$ cat src/rtl/edge_threshold_if.sv
// edge_threshold_if
//   Ready/valid pixel stream link (dstream).
//   data  : W-bit pixel word, meaningful while valid=1
//   valid : source has a pixel on data
//   ready : sink takes the pixel on a clock edge where valid & ready
//   master modport drives data/valid, slave modport drives ready.
interface edge_threshold_if #(
  parameter int W = 30
);
  logic [W-1:0] data;
  logic         valid;
  logic         ready;

  modport master (output data, output valid, input ready);
  modport slave  (input data, input valid, output ready);
endinterface

$ cat src/rtl/edge_threshold.sv
// edge_threshold
//   Binarises edge-filtered RGB pixels: magnitude R+G+B is compared against a
//   threshold latched at the first pixel of each frame, the frame border is
//   blanked, and edge pixels are counted per frame.
// Ports
//   clk          single clock, posedge
//   reset        synchronous, active-high
//   x            slave stream in  (pixel, R=[29:22] G=[19:12] B=[9:2])
//   y            master stream out (all-ones for an edge pixel, else 0)
//   threshold    magnitude threshold, sampled on pixel (0,0)
//   edge_count   edge pixels in the last completed frame
//   count_valid  one-cycle pulse when edge_count updates
// Output register plus a one-entry skid keep full rate while x.ready stays a
// pure register output.
module edge_threshold #(
  parameter int WIDTH  = 320,
  parameter int HEIGHT = 240,
  parameter int W      = 30,
  parameter int BORDER = 1,
  parameter int CNT_W  = $clog2(WIDTH*HEIGHT+1)
) (
  input  logic             clk,
  input  logic             reset,
  edge_threshold_if.slave  x,
  edge_threshold_if.master y,
  input  logic [9:0]       threshold,
  output logic [CNT_W-1:0] edge_count,
  output logic             count_valid
);

  localparam int COL_W = (WIDTH  > 1) ? $clog2(WIDTH)  : 1;
  localparam int ROW_W = (HEIGHT > 1) ? $clog2(HEIGHT) : 1;

  localparam logic [COL_W-1:0] COL_LAST = COL_W'(WIDTH - 1);
  localparam logic [COL_W-1:0] COL_LO   = COL_W'(BORDER);
  localparam logic [COL_W-1:0] COL_HI   = COL_W'(WIDTH - BORDER);
  localparam logic [ROW_W-1:0] ROW_LAST = ROW_W'(HEIGHT - 1);
  localparam logic [ROW_W-1:0] ROW_LO   = ROW_W'(BORDER);
  localparam logic [ROW_W-1:0] ROW_HI   = ROW_W'(HEIGHT - BORDER);

  // Sum of the three 8-bit channels; 765 max, so 10 bits never overflow.
  function automatic logic [9:0] edge_mag(input logic [W-1:0] pix);
    return {2'b00, pix[29:22]} + {2'b00, pix[19:12]} + {2'b00, pix[9:2]};
  endfunction

  logic [COL_W-1:0] col_q;
  logic [ROW_W-1:0] row_q;
  logic [9:0]       thr_q;
  logic [CNT_W-1:0] acc_q;
  logic             x_rdy_q;

  logic             accept, load, skid_nxt;
  logic             first_p0, last_p0, border_p0, bit_p0;
  logic [9:0]       thr_p0, mag_p0;

  logic             bit_p1, vld_p1;
  logic             bit_sk, vld_sk;

  // Channel pad bits carry no information.
  logic unused_pad;
  assign unused_pad = ^{x.data[21:20], x.data[11:10], x.data[1:0]};

  // ---- stage p0: decode of the pixel being accepted ----
  always_comb begin
    accept    = x.valid & x_rdy_q;
    load      = ~vld_p1 | y.ready;
    first_p0  = (col_q == '0) && (row_q == '0);
    last_p0   = (col_q == COL_LAST) && (row_q == ROW_LAST);
    // Pixel (0,0) must see the live threshold, not the stale latched one.
    thr_p0    = first_p0 ? threshold : thr_q;
    mag_p0    = edge_mag(x.data);
    border_p0 = (col_q < COL_LO) | (col_q >= COL_HI) |
                (row_q < ROW_LO) | (row_q >= ROW_HI);
    bit_p0    = (mag_p0 > thr_p0) & ~border_p0;
    // Skid drains whenever the output register can load; it only fills when
    // a pixel is accepted while the output register is stalled.
    skid_nxt  = load ? 1'b0 : (accept | vld_sk);
  end

  // ---- stage p1: output register, skid, position and frame counters ----
  always_ff @(posedge clk) begin
    if (reset) begin
      x_rdy_q     <= 1'b0;
      vld_p1      <= 1'b0;
      bit_p1      <= 1'b0;
      vld_sk      <= 1'b0;
      col_q       <= '0;
      row_q       <= '0;
      thr_q       <= '0;
      acc_q       <= '0;
      edge_count  <= '0;
      count_valid <= 1'b0;
    end else begin
      x_rdy_q     <= ~skid_nxt;
      vld_sk      <= skid_nxt;
      count_valid <= 1'b0;

      if (load) begin
        if (vld_sk) begin
          bit_p1 <= bit_sk;
          vld_p1 <= 1'b1;
        end else if (accept) begin
          bit_p1 <= bit_p0;
          vld_p1 <= 1'b1;
        end else begin
          vld_p1 <= 1'b0;
        end
      end

      if (accept) begin
        if (first_p0) thr_q <= threshold;
        if (col_q == COL_LAST) begin
          col_q <= '0;
          row_q <= (row_q == ROW_LAST) ? '0 : row_q + 1'b1;
        end else begin
          col_q <= col_q + 1'b1;
        end
        if (last_p0) begin
          edge_count  <= acc_q + CNT_W'(bit_p0);
          count_valid <= 1'b1;
          acc_q       <= '0;
        end else begin
          acc_q <= acc_q + CNT_W'(bit_p0);
        end
      end
    end
  end

  // Skid payload needs no reset: it is only read while vld_sk is set.
  always_ff @(posedge clk) begin
    if (accept & ~load) bit_sk <= bit_p0;
  end

  assign x.ready = x_rdy_q;
  assign y.valid = vld_p1;
  assign y.data  = {W{bit_p1}};

endmodule

$ cat src/flat_wrapper.sv
// flat-port wrapper written by rule: the top's interface ports become plain ports
module edge_threshold_flat 
#(
  parameter int WIDTH  = 320,
  parameter int HEIGHT = 240,
  parameter int W      = 30,
  parameter int BORDER = 1,
  parameter int CNT_W  = $clog2(WIDTH*HEIGHT+1)
)
  (clk, reset, threshold, edge_count, count_valid, x_data, x_valid, x_ready, y_data, y_valid, y_ready);
  edge_threshold_if #(.W(W)) x_i ();
  edge_threshold_if #(.W(W)) y_i ();
  input  logic clk;
  input  logic reset;
  input  logic [9:0] threshold;
  output logic [CNT_W-1:0] edge_count;
  output logic count_valid;
  input wire logic [$bits(x_i.data)-1:0] x_data;
  input wire logic [$bits(x_i.valid)-1:0] x_valid;
  output wire logic [$bits(x_i.ready)-1:0] x_ready;
  output wire logic [$bits(y_i.data)-1:0] y_data;
  output wire logic [$bits(y_i.valid)-1:0] y_valid;
  input wire logic [$bits(y_i.ready)-1:0] y_ready;
  assign x_i.data = x_data;
  assign x_i.valid = x_valid;
  assign x_ready = x_i.ready;
  assign y_data = y_i.data;
  assign y_valid = y_i.valid;
  assign y_i.ready = y_ready;
  edge_threshold #(.WIDTH(WIDTH), .HEIGHT(HEIGHT), .W(W), .BORDER(BORDER), .CNT_W(CNT_W)) u_core (.clk(clk), .reset(reset), .x(x_i), .y(y_i), .threshold(threshold), .edge_count(edge_count), .count_valid(count_valid));
endmodule
$ cat config.mk
export PLATFORM = sky130hd
export DESIGN_NAME = edge_threshold_flat
export DESIGN_NICKNAME = d
export VERILOG_FILES = /design/src/rtl/edge_threshold_if.sv /design/src/rtl/edge_threshold.sv /design/src/flat_wrapper.sv
export SDC_FILE = /design/constraint.sdc
export NUM_CORES = 1
export LEC_CHECK = 0
export BUFFER_PORTS_ARGS = -buffer_cell sky130_fd_sc_hd__buf_4
export CAP_MARGIN = 10
export CORE_MARGIN = 5
export CORE_UTILIZATION = 35
export CTS_CLUSTER_SIZE = 14
export DETAILED_ROUTE_END_ITERATION = 10
export PLACE_DENSITY = 0.63
export SETUP_SLACK_MARGIN = 0.1
export SLEW_MARGIN = 10
export SYNTH_ARGS = -nofsm -noshare
export SYNTH_HDL_FRONTEND = slang
export SYNTH_SLANG_ARGS = --single-unit
$ cat constraint.sdc
create_clock -name clk -period 7.3 [get_ports clk]
set_clock_uncertainty 0.2 [all_clocks]
set_input_delay 0.73 -clock clk [delete_from_list [all_inputs] [get_ports clk]]
set_output_delay 0.73 -clock clk [all_outputs]
set_load 0.02 [all_outputs]
==> metrics.md, run 1 <==
| Metric | Value |
|---|---|
| Drt pass-1 iters | 4 |
| Slew HR | 0.3868 |
| TritonCTS Buffers | 9 |
| Place WS | 1244 ps |
| Htree depth | 3 |
| Met1 WL | 4533 um |
| Commonest non-fill, non-tap cells in the layout | buf_4, dfxtp_1, nand2_1 |
| Post-CTS setup buffers | 0 |
| P per Cell Area | 205.6 nW/um2 |
| Critical Path AT | 5760 ps |
| P&R area growth vs syn | 20.45% |
| First-pass GRT wire length | 16100 um |
| Reg-to-reg endpoint | u_core.edge_count[16]$_SDFFE_PP0P_ |
| Max IR drop VDD | 0.1195 mV |
| Post-synth ARST share | 0 |
| Post-synth EDFFs | 1 |
| Met2 wire length | 4252 um |
| Routability cong. | 0.8290 |
| Initial Utilization | 0.3565 |
| Worst Reg-to-Reg Cells | 19 |
| Static leakage | 2.089 nW |
| Setup Viol. Count Final | 0 |
| Pwr Total | 1.056 mW |
| Flop2flop setup slack | 2430 ps |
| Post-Syn Area | 4264 um2 |
| Chip height | 120.4 um |
| WP data required | 7340 ps |
| Final slew viol count | 0 |
| Post-route insts no fill | 716 |
| DRC errors left | 0 |
| CP Max Fanout | 8 |
| Drt wl/cell | 13.35 um |
| Netlist cell types | 54 |
| Chip Width | 120.4 um |
| Setup Total Neg Slack | 0 ps |
| Clock transition at path regs | 60 ps |
| Register area share after synthesis | 0.3169 |
| Via density | 5.084 |
| Cts hold-fix bufs | 0 |
| Via count | 3640 |
| Hold Path Origin | u_core.edge_count[2]$_SDFFE_PP0P_ |
| Final net count | 642 |
| Final Hold Vio Count | 0 |
| Period utilisation layout | 0.7839 |
| Clock Path Buffers | 2 |
| Largest net degree at the start of global routing | 61 |
| Post-synth top flop | dfxtp_1 |
| Initial antenna violation count | 0 |
| Clock Root Buffer | clkbuf_16 |
| Hold Path Stages | 2 |
| #FFs+latches synth | 67 |
| Critical Path Sink Type | register |
| # IOs | 94 |
| Clock latency at the later pin of the worst-skew pair | 330 ps |
| Full die area | 14490 um2 |
| Mapped Avg Cell Area | 8.312 um2 |
| Minimum setup slack in the final design | 1577 ps |
| Post-route antenna net violation count | 0 |
| RSZ-0062 raised after global routing | no |
| Synth warn | 0 |
| # placed instances | 700 |
| Detailed placement HPWL | 7117 um |
| Highest Signal Layer | met4 |
| Critical path launch point type | primary input |
| Commonest non-fill, non-tap cell in the layout | buf_4 |
| Critical Path Source | x_data[12] |
| Crit Path Class | primary input to register |
| Worst Max-Slew Pin Slew | 912.9 ps |
| Site Rows | 40 |
| Total track usage | 0.1332 |
| Diode count | 0 |
| Syn nets | 591 |
| Post-Syn Instances | 513 |
| 1st-iter DRT viols | 195 |
| CTS tree | yes |
| Max-Cap Viols | 0 |
| Core Region | 11960 um2 |
| # port buffers | 87 |
| Grt ovf | 0 |
| WL final | 9559 um |
| Clk sink count | 67 |
| Worst hold path type | register to register |
| F_max | 0.1747 GHz |
| Vias in the first global route | 3475 |
| Met3 WL post-DR | 634 um |
| RR Startpoint | u_core.row_q[0]$_SDFFE_PP0P_ |
| Crit path time final | 5723 ps |
| Share of post-route cells with drive strength above 1 | 0.2074 |
| Status | completed |
| Worst Hold Path EP | u_core.edge_count[2]$_SDFFE_PP0P_ |
| Post-cts sizing count | 0 |
| Worst hold slack | 251.6 ps |
## worst max-delay path by stage
stage,endpoint,cells past startpoint
final,u_core.edge_count[16]$_SDFFE_PP0P_,27
after global routing,u_core.edge_count[16]$_SDFFE_PP0P_,27
after CTS,u_core.edge_count[16]$_SDFFE_PP0P_,27
after detailed placement,u_core.edge_count[16]$_SDFFE_PP0P_,27
after global placement,u_core.edge_count[12]$_SDFFE_PP0P_,27
after floorplan,u_core.edge_count[16]$_SDFFE_PP0P_,26
## layer usage
| layer | vias up | track usage |
|---|---|---|
| met5 | - | 0 |
| met4 | 0 | 0.04462 |
| met3 | 14 | 0.04163 |
| met2 | 91 | 0.2131 |
| met1 | 1652 | 0.1703 |
| li1 | 1883 | - |
## registers in the layout, indices dropped and copies added (netlist names)
name / flops
u_core.acc_q: 17
u_core.bit_p1: 1
u_core.bit_sk: 1
u_core.col_q: 9
u_core.count_valid: 1
u_core.edge_count: 17
u_core.row_q: 8
u_core.thr_q: 10
u_core.vld_sk: 1
u_core.x.ready: 1
u_core.y.valid: 1
## per-stage QoR
step           cell area [um2]    util
6_report                  5136  0.4294
5_1_grt                   5136  0.4294
4_1_cts                   5135  0.4293
3_5_place_dp              4798  0.4012
3_3_place_gp              4798  0.4012
2_1_floorplan             4264       -
## final cells by class
class | instances | area [um2]
Tap cell | 147 | 183.9
Inverter | 22 | 82.58
Clock buffer | 10 | 250.2
Multi-Input combinational cell | 375 | 2514
Clock inverter | 6 | 86.33
Fill cell | 1200 | 6825
Timing Repair Buffer | 89 | 668.1
Sequential cell | 67 | 1351
## synth_stat cells, types with 18 or more instances
| master | count | area share |
|---|---|---|
| inv_1 | 22 | 0.019 |
| xnor2_1 | 24 | 0.049 |
| nor2_1 | 29 | 0.026 |
| o21ai_0 | 28 | 0.033 |
| xor2_1 | 18 | 0.037 |
| nand3_1 | 18 | 0.021 |
| nor3_1 | 22 | 0.026 |
| nand2_1 | 55 | 0.048 |
| buf_4 | 32 | 0.056 |
| a21oi_1 | 41 | 0.048 |
| dfxtp_1 | 66 | 0.31 |
| ha_1 | 32 | 0.094 |
## critical path: stages
cell	delay, ps
buf_4	80
ha_1	150
inv_1	50
fa_1	400
nor2b_1	120
o21ai_0	100
a21oi_1	210
nor2_1	90
xnor2_1	130
ha_1	310
o21ai_0	90
nand2b_1	90
a21oi_1	200
a31oi_1	70
xnor2_1	150
ha_1	320
nand4_1	140
a31oi_1	200
o21ai_0	160
nor2_1	230
ha_1	250
ha_1	270
nand2_1	130
nor3_2	470
nand3_1	190
xor2_1	180
a211oi_1	220
## cell families (layout without fill, tap and decap cells)
logic type                 after synthesis  after routing  synth area share
adders and majority gates               34             34            0.1033
and+or+nand+nor                        174            174            0.2066
xor gates and xnor gates                42             42           0.08627
buffers and inverters                   71            127           0.09390
AOI/OAI and AO/OA                      113            113            0.1646
DFF                                     67             67            0.3169
muxes                                   12             12           0.02846
## where the power goes
part | total (mW) | switching, mW | internal (mW)
registers | 0.374 | 0.00261 | 0.371
logic | 0.204 | 0.110 | 0.0940
clock network | 0.479 | 0.160 | 0.319
No activity file was read; power rests on OpenSTA's default activity.
==> inputs of run 2 (changes only) <==
==> constraint.sdc (replaced) <==
create_clock -name clk -period 5.4 [get_ports clk]
set_clock_uncertainty 0.2 [all_clocks]
set_input_delay 0.54 -clock clk [delete_from_list [all_inputs] [get_ports clk]]
set_output_delay 0.54 -clock clk [all_outputs]
set_load 0.02 [all_outputs]
==> metrics.md, run 2 (synthesis gave the netlist of run 1 again) <==
| Metric | Value |
|---|---|
| Initial antenna violation count | 0 (unchanged) |
| Drt wl/cell | 13.28 um (was 13.35 um) |
| Crit path time final | 4957 ps |
| Final slew viol count | 0 (unchanged) |
| Combinational share of power | 0.209 (was 0.193) |
| F_max | 0.2017 GHz |
| Post-CTS setup buffers | 0 (unchanged) |
| Routability cong. | 0.8296 (was 0.8290) |
| Multi-input gate area | 2542 um2 (was 2514 um2) |
| Commonest non-fill, non-tap cells in the layout | buf_4, dfxtp_1, nand2_1 (unchanged) |
| Share of post-route cells with drive strength above 1 | 0.2449 (was 0.2074) |
| Static leakage | 2.185 nW (was 2.089 nW) |
| Crit Path Class | primary input to register (unchanged) |
| Initial Utilization | 0.3565 (unchanged) |
| P per Cell Area | 281.0 nW/um2 (was 205.6 nW/um2) |
| Full die area | 14490 um2 (unchanged) |
| Clock Root Buffer | clkbuf_16 (unchanged) |
| Period utilisation layout | 0.9180 |
| Worst hold path type | register to register (unchanged) |
| Post-route antenna net violation count | 0 (unchanged) |
| P&R area growth vs syn | 24.77% (was 20.45%) |
| Largest stage delay, worst path | 360 ps (was 470 ps) |
| Largest net degree at the start of global routing | 61 (unchanged) |
| WP data required | 5450 ps (was 7340 ps) |
| Core Region | 11960 um2 (unchanged) |
| Final Util | 0.4448 (was 0.4294) |
| RSZ-0062 raised after global routing | no (unchanged) |
| Detailed placement HPWL | 7264 um (was 7117 um) |
| Commonest non-fill, non-tap cell in the layout | buf_4 (unchanged) |
| First-pass GRT wire length | 16160 um (was 16100 um) |
| Clk sink count | 67 (unchanged) |
| Site Rows | 40 (unchanged) |
| DRC errors left | 0 (unchanged) |
| Psw | 0.3872 mW (was 0.2724 mW) |
| Setup Viol. Count Final | 0 (unchanged) |
| TritonCTS Buffers | 9 (unchanged) |
| Final Hold Vio Count | 0 (unchanged) |
| CTS tree | yes (unchanged) |
| Sw frac | 0.2590 (was 0.2579) |
| Clock latency at the later pin of the worst-skew pair | 330 ps (about the same) |
| Drt pass-1 iters | 4 (unchanged) |
| Clock power share | 0.454 (about the same) |
| Fillers | 1166 (was 1200) |
| # IOs | 94 (unchanged) |
| Critical Path Sink Type | register (unchanged) |
| Cell breakdown of the critical path | buf_4 -> ha_1 -> a21o_1 -> a211oi_1 -> nor2_1 -> o41ai_1 -> xnor2_1 -> ha_1 -> nor3_1 -> a31oi_1 -> xnor2_1 -> ha_1 -> nand4_1 -> a31oi_2 -> o21ai_2 -> nor2_2 -> ha_2 -> ha_1 -> nand2_1 -> nor3_2 -> buf_4 -> nand3_1 -> xor2_1 -> a211oi_1 |
| Via density | 5.120 (was 5.084) |
| Grt ovf | 0 (unchanged) |
| Total track usage | 0.1351 (was 0.1332) |
| Via count | 3763 (was 3640) |
| Status | completed (unchanged) |
| Htree depth | 3 (unchanged) |
| Max-Cap Viols | 0 (unchanged) |
| Vias in the first global route | 3558 (was 3475) |
| Storage cell area | 1351 um2 (unchanged) |
| Critical Path AT | 5000 ps (was 5760 ps) |
| Slew HR | 0.3966 (was 0.3868) |
| Internal | 1.108 mW (was 0.7837 mW) |
| Setup Total Neg Slack | 0 ps (unchanged) |
| Chip Width | 120.4 um (unchanged) |
| Max IR drop VDD | 0.1718 mV (was 0.1195 mV) |
| 1st-iter DRT viols | 183 (was 195) |
| Clock Path Buffers | 2 (unchanged) |
| # port buffers | 87 (unchanged) |
| Critical path's slowest cell | o41ai_1 (was nor3_2) |
| Top Registers | u_core.acc_q (17), u_core.edge_count (17), u_core.thr_q (10) (unchanged) |
| Final net count | 661 (was 642) |
| Clock transition at path regs | 60 ps (about the same) |
| Chip height | 120.4 um (unchanged) |
| Worst Max-Slew Pin Slew | 904.6 ps (was 912.9 ps) |
| CP Max Fanout | 8 (unchanged) |
| Diode count | 0 (unchanged) |
| Critical path's most frequent cell | ha_1 (unchanged) |
| Reg power frac | 0.338 (was 0.354) |
| WL final | 9759 um (was 9559 um) |
| Critical path launch point type | primary input (unchanged) |
==> run 2: critical path, delay by kind of cell <==
kind            cells  cell delay [ps]
compound gates      7             1400
simple gates        7             1090
xor+xnor            3              410
buf+inv             2              290
fa+ha+maj           5             1240
==> run 2: metal layers <==
layer,GRT usage,part of all wire,vias up
met5,0,0,-
met4,0.05312,0.015,0
met3,0.04303,0.073,13
met2,0.2190,0.46,102
met1,0.1667,0.45,1720
li1,-,-,1928
==> run 2: area by class of cell <==
cell class | count | share of cell area
clock inverter | 7 | 0.02328
tap | 147 | 0.03457
sequential | 67 | 0.2540
timing repair buffer | 108 | 0.1524
clock buffer | 9 | 0.04233
multi-input combinational | 375 | 0.4779
inverter | 22 | 0.01552
==> run 2: path summary, 6_finish.rpt <==
check                                         start                                 end  slack (ps)  cells past startpoint
setup / recovery                         x_data[13]  u_core.edge_count[16]$_SDFFE_PP0P_         440                     24
hold / removal    u_core.edge_count[2]$_SDFFE_PP0P_   u_core.edge_count[2]$_SDFFE_PP0P_         250                      2
setup reg to reg       u_core.row_q[0]$_SDFFE_PP0P_  u_core.edge_count[16]$_SDFFE_PP0P_        1030                     20
hold reg to reg   u_core.edge_count[2]$_SDFFE_PP0P_   u_core.edge_count[2]$_SDFFE_PP0P_         250                      2
==> run 2: timing repair <==
item                                    4_1_cts  5_1_grt
resized for setup                             0       11
hold buffers                                  0        0
endpoints found under the setup margin        0       22
==> run 2: metrics by stage <==
step	instances	hold slack [ps]	instance area, um2	setup WS (ps)	total power [mW]
final	735	252.5	5320	442.6	1.495
after global routing	735	265.8	5320	103.0	1.577
after CTS	735	254.2	5290	217.1	1.501
after detailed placement	719	246.0	4941	-129.3	0.8157
after global placement	719	243.3	4941	55.95	0.8040
after floorplan	513	235.6	4264	499.2	0.7162
==> run 2: power groups by stage <==
stage          sequential (mW)  combinational (mW)  clock, mW
4_1_cts                  0.505               0.302      0.694
3_3_place_gp             0.515               0.289          0
5_1_grt                  0.505               0.352      0.719
6_report                 0.505               0.312      0.678
2_1_floorplan            0.516               0.200          0
3_5_place_dp             0.516               0.300          0
